===== src/rtl/moka_rv32i_trace_buffer_if.sv =====
// moka_rv32i_trace_buffer_if: record drain port of the trace buffer
// master (buffer): drives out_valid and the record fields, samples out_ready
// slave (consumer): samples the record, drives out_ready
interface moka_rv32i_trace_buffer_if #(parameter int DATA_WIDTH = 32);
  logic                  out_valid;
  logic                  out_ready;
  logic [DATA_WIDTH-1:0] out_pc;
  logic [DATA_WIDTH-1:0] out_instr;
  logic [DATA_WIDTH-1:0] out_wdata;
  logic [4:0]            out_rd;
  logic [2:0]            out_flags;
  modport master (output out_valid, out_pc, out_instr, out_wdata, out_rd, out_flags, input out_ready);
  modport slave (input out_valid, out_pc, out_instr, out_wdata, out_rd, out_flags, output out_ready);
endinterface


===== src/rtl/moka_rv32i_trace_buffer.sv =====
// moka_rv32i_trace_buffer: circular retire-trace recorder with trigger and oldest-first drain
// clk/rst_n: core clock, async active-low reset
// retire, pc, instruction, WD3, ALUResult, rd, RegWrite, MemWrite, PCSrc: core signals sampled per retire
// arm, trig_mode, trig_value, trig_force: capture control and trigger selection
// tr: record drain port (valid/ready); state, triggered, fill_count: status
module moka_rv32i_trace_buffer #(
  parameter int DATA_WIDTH = 32,
  parameter int DEPTH      = 16,
  parameter int POST_TRIG  = 4
) (
  input  logic                    clk,
  input  logic                    rst_n,
  input  logic                    retire,
  input  logic [DATA_WIDTH-1:0]   pc,
  input  logic [DATA_WIDTH-1:0]   instruction,
  input  logic [DATA_WIDTH-1:0]   WD3,
  input  logic [DATA_WIDTH-1:0]   ALUResult,
  input  logic [4:0]              rd,
  input  logic                    RegWrite,
  input  logic                    MemWrite,
  input  logic                    PCSrc,
  input  logic                    arm,
  input  logic [1:0]              trig_mode,
  input  logic [DATA_WIDTH-1:0]   trig_value,
  input  logic                    trig_force,
  moka_rv32i_trace_buffer_if.master tr,
  output logic [1:0]              state,
  output logic                    triggered,
  output logic [$clog2(DEPTH):0]  fill_count
);
  localparam int AW = $clog2(DEPTH);
  localparam int CW = AW + 1;
  localparam int RW = 3 * DATA_WIDTH + 8;
  typedef enum logic [1:0] {IDLE, ARMED, POST, DONE} st_t;
  st_t st, st_n;
  logic [RW-1:0] mem [DEPTH];
  logic [RW-1:0] rec;
  logic [AW-1:0] wr_ptr, wr_n, rd_ptr, rd_n, post_cnt, post_n;
  logic [CW-1:0] fill_n;
  logic match, cap, hit, valid, pop, trig_n;
  always_comb begin
    match  = trig_mode == 2'd0 ? pc == trig_value :
             trig_mode == 2'd1 ? MemWrite && ALUResult == trig_value :
             trig_mode == 2'd2 ? PCSrc : trig_force;
    cap    = retire && (st == ARMED || st == POST);
    hit    = retire && st == ARMED && match;
    valid  = st == DONE && fill_count != '0;
    pop    = valid && tr.out_ready;
    st_n   = arm ? ARMED :
             hit ? (POST_TRIG == 0 ? DONE : POST) :
             (st == POST && cap && post_cnt == AW'(1)) ? DONE : st;
    wr_n   = arm ? '0 : cap ? wr_ptr + AW'(1) : wr_ptr;
    fill_n = arm ? '0 :
             cap ? (fill_count == CW'(DEPTH) ? fill_count : fill_count + CW'(1)) :
             pop ? fill_count - CW'(1) : fill_count;
    post_n = arm ? '0 : hit ? AW'(POST_TRIG) : (st == POST && cap) ? post_cnt - AW'(1) : post_cnt;
    // On entry to DONE point at the oldest surviving entry; a full buffer wraps to wr_ptr itself.
    rd_n   = arm ? '0 :
             (st != DONE && st_n == DONE) ? wr_n - fill_n[AW-1:0] :
             pop ? rd_ptr + AW'(1) : rd_ptr;
    trig_n = !arm && (triggered || hit);
  end
  always_ff @(posedge clk or negedge rst_n) begin
    if (!rst_n) begin
      st         <= IDLE;
      wr_ptr     <= '0;
      rd_ptr     <= '0;
      post_cnt   <= '0;
      fill_count <= '0;
      triggered  <= 1'b0;
    end else begin
      st         <= st_n;
      wr_ptr     <= wr_n;
      rd_ptr     <= rd_n;
      post_cnt   <= post_n;
      fill_count <= fill_n;
      triggered  <= trig_n;
    end
  end
  always_ff @(posedge clk)
    if (cap && !arm) mem[wr_ptr] <= {pc, instruction, WD3, rd, RegWrite, MemWrite, PCSrc};
  assign rec          = mem[rd_ptr];
  assign state        = st;
  assign tr.out_valid = valid;
  assign {tr.out_pc, tr.out_instr, tr.out_wdata, tr.out_rd, tr.out_flags} = valid ? rec : '0;
endmodule


===== src/flat_wrapper.sv =====
// flat-port wrapper written by rule: the top's interface ports become plain ports
module moka_rv32i_trace_buffer_flat 
#(
  parameter int DATA_WIDTH = 32,
  parameter int DEPTH      = 16,
  parameter int POST_TRIG  = 4
)
  (clk, rst_n, retire, pc, instruction, WD3, ALUResult, rd, RegWrite, MemWrite, PCSrc, arm, trig_mode, trig_value, trig_force, state, triggered, fill_count, tr_out_valid, tr_out_pc, tr_out_instr, tr_out_wdata, tr_out_rd, tr_out_flags, tr_out_ready);
  moka_rv32i_trace_buffer_if #(.DATA_WIDTH(DATA_WIDTH)) tr_i ();
  input  logic clk;
  input  logic rst_n;
  input  logic retire;
  input  logic [DATA_WIDTH-1:0] pc;
  input  logic [DATA_WIDTH-1:0] instruction;
  input  logic [DATA_WIDTH-1:0] WD3;
  input  logic [DATA_WIDTH-1:0] ALUResult;
  input  logic [4:0] rd;
  input  logic RegWrite;
  input  logic MemWrite;
  input  logic PCSrc;
  input  logic arm;
  input  logic [1:0] trig_mode;
  input  logic [DATA_WIDTH-1:0] trig_value;
  input  logic trig_force;
  output logic [1:0] state;
  output logic triggered;
  output logic [$clog2(DEPTH):0] fill_count;
  output wire logic [$bits(tr_i.out_valid)-1:0] tr_out_valid;
  output wire logic [$bits(tr_i.out_pc)-1:0] tr_out_pc;
  output wire logic [$bits(tr_i.out_instr)-1:0] tr_out_instr;
  output wire logic [$bits(tr_i.out_wdata)-1:0] tr_out_wdata;
  output wire logic [$bits(tr_i.out_rd)-1:0] tr_out_rd;
  output wire logic [$bits(tr_i.out_flags)-1:0] tr_out_flags;
  input wire logic [$bits(tr_i.out_ready)-1:0] tr_out_ready;
  assign tr_out_valid = tr_i.out_valid;
  assign tr_out_pc = tr_i.out_pc;
  assign tr_out_instr = tr_i.out_instr;
  assign tr_out_wdata = tr_i.out_wdata;
  assign tr_out_rd = tr_i.out_rd;
  assign tr_out_flags = tr_i.out_flags;
  assign tr_i.out_ready = tr_out_ready;
  moka_rv32i_trace_buffer #(.DATA_WIDTH(DATA_WIDTH), .DEPTH(DEPTH), .POST_TRIG(POST_TRIG)) u_core (.clk(clk), .rst_n(rst_n), .retire(retire), .pc(pc), .instruction(instruction), .WD3(WD3), .ALUResult(ALUResult), .rd(rd), .RegWrite(RegWrite), .MemWrite(MemWrite), .PCSrc(PCSrc), .arm(arm), .trig_mode(trig_mode), .trig_value(trig_value), .trig_force(trig_force), .tr(tr_i), .state(state), .triggered(triggered), .fill_count(fill_count));
endmodule

===== config.mk =====
export PLATFORM = sky130hd
export DESIGN_NAME = moka_rv32i_trace_buffer_flat
export DESIGN_NICKNAME = d
export VERILOG_FILES = /design/src/rtl/moka_rv32i_trace_buffer_if.sv /design/src/rtl/moka_rv32i_trace_buffer.sv /design/src/flat_wrapper.sv
export SDC_FILE = /design/constraint.sdc
export NUM_CORES = 1
export LEC_CHECK = 0
export CORE_AREA = 8 8 413 415
export CTS_BUF_LIST = sky130_fd_sc_hd__clkbuf_16
export DETAILED_ROUTE_END_ITERATION = 7
export DIE_AREA = 0 0 421 423
export SYNTH_ARGS = -nofsm -noshare
export SYNTH_HDL_FRONTEND = slang
export SYNTH_SLANG_ARGS = --single-unit

===== constraint.sdc =====
create_clock -name clk -period 8 [get_ports clk]
set_clock_uncertainty 0.2 [all_clocks]
set_input_delay 1.6 -clock clk [delete_from_list [all_inputs] [get_ports clk]]
set_output_delay 1.6 -clock clk [all_outputs]
set_load 0.05 [all_outputs]

Word-level counts from Yosys, hierarchy flattened
Memory sizes are Yosys's and may differ from the RTL's.
Index checks and enable logic that the tools add are counted.
W data, S select, Z words.
{"block": "totals", "memories": 1, "elab_cells": 67, "output_inout_bits": 113, "register_bits": 20, "mem_bits_rw": 1664, "inputBits": 176}
{"memory": "u_core.mem", "depth": 16, "word_bits": 104, "read_ports": 1, "rd_ports_with_merged_regs": 0, "write_ports": 1, "line_no": "moka_rv32i_trace_buffer.sv:36", "source": "logic [RW-1:0] mem [DEPTH];"}
{"block": "op_classes", "n_mux": 21, "addsub": 6, "eq_ne": 12, "n_reduce_logical": 20}
{"operator": "$mux W104", "count": 1}
{"operator": "$eq A32 B32 Y1", "count": 2}
{"operator": "$mux W4", "count": 8}
{"operator": "$mux W5", "count": 4}
{"operator": "$logic_and A1 B1 Y1", "count": 11}
{"operator": "$reduce_bool A3 Y1", "count": 3}
{"operator": "$add A4 B1 Y4 const B", "count": 2}
{"operator": "$eq A2 B2 Y1 const B", "count": 4}
{"operator": "$mux W2", "count": 3}
{"operator": "$add A5 B1 Y5 const B", "count": 1}
{"operator": "$eq A5 B5 Y1 const B", "count": 1}
{"operator": "$mux W1", "count": 5}
{"operator": "$reduce_bool A5 Y1", "count": 1}
{"operator": "$sub A5 B1 Y5 const B", "count": 1}
{"operator": "$eq A2 B1 Y1 const B", "count": 2}
{"operator": "$eq A4 B1 Y1 const B", "count": 1}
{"operator": "$sub A4 B1 Y4 const B", "count": 1}
{"operator": "$sub A4 B4 Y4", "count": 1}
{"operator": "$ne A3 B3 Y1 const B", "count": 1}
{"operator": "$logic_not A2 Y1", "count": 1}
{"operator": "$logic_or A1 B1 Y1", "count": 2}
{"operator": "$ne A2 B2 Y1 const B", "count": 1}
{"operator": "$reduce_and A2 Y1", "count": 1}
{"operator": "$logic_not A1 Y1", "count": 1}

Logic depth before layout (Yosys ltp)
{"block": "logic_depth", "depth_word": 12, "depth_mapped": 14, "mapped_depth_nobuf": 14}

Worst setup path before layout
Ideal clock, no wire load.
{"block": "synth_path", "path_type": "input -> register", "start": "input port retire", "end": "memory u_core.mem[11][0] (netlist name) (enable)", "n_path_buf": 1, "stages": 4, "required_time_ps": 7232, "t_arrival_ps": 6587, "setup_time_ps": 568, "slack_ps": 645, "cell_sequence": "nor2b_1 -> buf_1 -> nand2_1 -> nor2_1"}
{"block": "synth_via", "elab_chain_cells": 4}
{"item": "from (decl)", "line_no": "flat_wrapper.sv:12", "source": "input logic retire;"}
{"item": "$logic_and A1 B1 Y1", "line_no": "moka_rv32i_trace_buffer.sv:45", "source": "cap = retire && (st == ARMED || st == POST);"}
{"item": "$logic_and A1 B1 Y1", "line_no": "moka_rv32i_trace_buffer.sv:81", "source": "if (cap && !arm) mem[wr_ptr] <= {pc, instruction, WD3, rd, RegWrite, MemWrite, PCSrc};"}
{"item": "$mux W1", "line_no": "moka_rv32i_trace_buffer.sv:81"}
{"item": "$mux W1 (not written as such)", "line_no": "moka_rv32i_trace_buffer.sv:81"}
{"item": "to (decl)", "line_no": "moka_rv32i_trace_buffer.sv:36"}
Every way passes these cells.

Final worst setup path
{"block": "layout_path", "start": "register u_core.rd_ptr[0]", "end": "output port tr_out_pc[1]"}
{"block": "layout_via", "elab_chain_cells": 2}
{"item": "from (decl)", "line_no": "moka_rv32i_trace_buffer.sv:38", "source": "logic [AW-1:0] wr_ptr, wr_n, rd_ptr, rd_n, post_cnt, post_n;"}
{"item": "from (signal assigned)", "line_no": "moka_rv32i_trace_buffer.sv:74", "source": "rd_ptr <= rd_n;"}
{"item": "$mem_v2 Z16 W104"}
{"item": "$mux W104", "line_no": "moka_rv32i_trace_buffer.sv:85", "source": "assign {tr.out_pc, tr.out_instr, tr.out_wdata, tr.out_rd, tr.out_flags} = valid ? rec : '0;"}
{"item": "to (decl)", "line_no": "flat_wrapper.sv:29", "source": "output wire logic [$bits(tr_i.out_pc)-1:0] tr_out_pc;"}
Every way passes these cells.

==> results.py <==
metrics = {
    "timing": {
        "finalMaxSlewViolations": 0,
        "finalSetupViolCount": 0,
        "fin_crit_sh_pct": 79.7,
        "slew_headroom_pct": 12.5,
        "rsz0062_at_grt": "false",
        "worst_pin_slew_ns": 1.31,
        "finalSetupTns_ns": 0,
        "fmax_ghz": 0.157,
        "min_period_ns": 6.37,
        "finalHoldViolations": 0,
    },
    "detailed_routing": {
        "vias": 29800,
        "met3_length_mm": 8.57,
        "drc": 0,
        "first_iter_violations": 2798,
        "wl_per_cell_um": 29.5,
        "vias_per_cell": 5.51,
        "met2_length_mm": 82.5,
        "drt-pass1-iter-count": 5,
        "antenna_left": 0,
        "wirelength_met1_mm": 65.5,
        "routed_wl_mm": 160,
        "dr.max_layer_used": "met5",
    },
    "synth": {
        "synth_cell_types": 41,
        "synth_ff_type": "edfxtp_1",
        "synthTopCellsByArea": "edfxtp_1, mux4_2, nor2b_1",
        "netlist_instances": 2678,
        "synthesis.nets": 2871,
        "synth_area_per_cell_sq_um": 24.3,
        "synth_top_area_cell": "edfxtp_1",
        "synth_edf_count": 1664,
        "async_flop_share_pct": 1.19,
        "synth_top_area_share_pct": 76.8,
        "netlist_area_sq_um": 65100,
        "synth.ff_latch_count": 1684,
        "seq_area_frac_synth_pct": 77.5,
        "yosysWarnings": 0,
    },
    "placed_design": {
        "hpwl_mm": 83.6,
        "io_buffers": 288,
        "gp_congestion": 0.782,
        "place_area_sq_um": 71200,
    },
    "critical_path": {
        "endpoint_kind": "primary output",
        "path_max_fanout": 39,
        "worst_setup_path_start_kind": "flop",
        "cp.arrival_ns": 4.57,
        "rrSetupSlack_ns": 4.35,
        "critPathRequiredTime_ns": 6.20,
        "crit_type": "flop to primary output",
    },
    "global_routing": {
        "grt_pass1_wl_mm": 231,
        "gr-total-overflow": 0,
        "antenna_found_initial": 15,
        "grt_pass1_vias": 32400,
        "grt_max_degree": 125,
        "track_usage_pct": 17.7,
    },
    "clock_tree": {
        "cts_made_buffers": 172,
        "root_buffer": "clkbuf_16",
        "clock_path_buffers": 3,
        "clock_sinks": 1684,
        "cts_hold_buffers": 0,
        "tritoncts": "yes",
        "ctsHtreeMaxLevel": 4,
        "ctsResizeCount": 0,
        "post-cts-setup-buffers": 0,
        "clk_pin_slew_ns": 0.06,
        "insertion_delay_ns": 0.79,
    },
    "die": {
        "io_pins": 289,
        "num_rows": 149,
        "core_area_sq_um": 164000,
        "initial_utilization_pct": 39.7,
        "dieWidth_um": 421,
        "fp.dieArea_sq_um": 178000,
        "die_y_um": 423,
    },
    "finish": {
        "area_growth_pct": 17.6,
        "n_fill_cell": 13200,
        "fin_nets": 3268,
        "layout-drive-gt1-share_pct": 26.3,
        "finalInstanceArea_sq_um": 76600,
        "final_common_cell": "edfxtp_1",
        "final_cell_mix": "edfxtp_1, mux4_2, clkdlybuf4s50_1",
        "regArea_sq_um": 50500,
        "multi_input_area_sq_um": 14100,
    },
    "pwr": {
        "peakVddDrop_mv": 0.163,
        "leakagePower_nw": 23.0,
        "power.density_nw_per_um2": 243,
    },
    "outcome": {
        "status": "completed",
    },
    "hold_path": {
        "min_path_type": "flop to flop",
    },
    "run": {
        "drv_cap": 0,
    },
}
-- routing by layer --
| metal | vias up | global-route usage (%) |
|---|---|---|
| li1 | 12300 | - |
| met2 | 932 | 30.9 |
| met4 | 6 | 3.89 |
| met1 | 16300 | 23.1 |
| met5 | - | 0 |
| met3 | 230 | 3.61 |
-- sequential cells by signal (all words and copies together), names as in the netlist --
name               count
u_core.wr_ptr          4
u_core.rd_ptr          4
u_core.post_cnt        4
u_core.triggered       1
u_core.state           2
u_core.fill_count      5
u_core.mem          1664
-- cell usage after synthesis, types with 3 or more instances --
cell type / count
nor2_1: 30
nor2b_1: 106
clkbuf_1: 75
xor2_1: 33
edfxtp_1: 1664
buf_1: 9
nor4_1: 8
inv_1: 16
a21oi_1: 8
a31oi_1: 4
buf_2: 46
nor3_1: 3
mux2_2: 3
dfrtp_1: 20
buf_6: 3
mux4_2: 520
xnor2_1: 46
ha_1: 16
and4_1: 4
nand3_1: 7
nand4_1: 14
nand2_1: 20
-- stage by stage --
| stage | utilization (%) | hold slack, ns | setup slack, ns | total power, mW | cells |
|---|---|---|---|---|---|
| 2_1_floorplan | - | 0.378 | 0.645 | 10.8 | 2678 |
| 3_3_place_gp | 43.5 | 0.355 | 2.33 | 11.3 | 5090 |
| 3_5_place_dp | 43.5 | 0.331 | 2.35 | 11.3 | 5090 |
| 4_1_cts | 46.7 | 0.357 | 1.45 | 18.9 | 5401 |
| 5_1_grt | 46.7 | 0.393 | 1.35 | 19.2 | 5403 |
| 6_report | 46.7 | 0.355 | 1.63 | 18.6 | 5406 |
-- power breakdown --
group          internal (mW)  switching [mW]  total (mW)
Clock                   4.28            3.27        7.55
Combinational          0.612           0.651        1.26
Sequential              9.78          0.0460        9.82
-- critical path: stages, from the launching register on --
cell,delay [ns]
dfrtp_4,1.08
buf_4,0.65
mux4_2,0.57
mux4_2,0.47
nor2b_1,0.18
clkdlybuf4s50_1,0.77
-- layout make-up --
| cell class | count | share of cell area (%) |
|---|---|---|
| Timing Repair Buffer | 356 | 5.00 |
| Multi-Input combinational cell | 845 | 18.4 |
| Clock inverter | 137 | 1.28 |
| Inverter | 16 | 0.0784 |
| Clock buffer | 174 | 5.69 |
| Antenna cell | 5 | 0.0163 |
| Sequential cell | 1684 | 65.9 |
| Tap cell | 2189 | 3.58 |
-- final timing paths --
path                                      startpoint              endpoint  depth (start not counted)
worst min-delay path                u_core.triggered      u_core.triggered                          2
worst min register to register      u_core.triggered      u_core.triggered                          2
max in group asynchronous                      rst_n      u_core.rd_ptr[0]                          1
min in group asynchronous                      rst_n  u_core.fill_count[3]                          1
worst max register to register  u_core.fill_count[1]      u_core.rd_ptr[3]                         13
worst max-delay path                u_core.rd_ptr[0]          tr_out_pc[1]                          5
-- cell families after synthesis --
| kind of cell | share of synthesized area [%] |
|---|---|
| and+or+nand+nor | 1.79 |
| muxes | 18.1 |
| xor gates and xnor gates | 1.06 |
| DFF | 77.5 |
| adders and majority gates | 0.338 |
| AOI/OAI and AO/OA | 0.223 |
| buffers and inverters | 0.982 |
No activity file was read; power rests on OpenSTA's default activity.
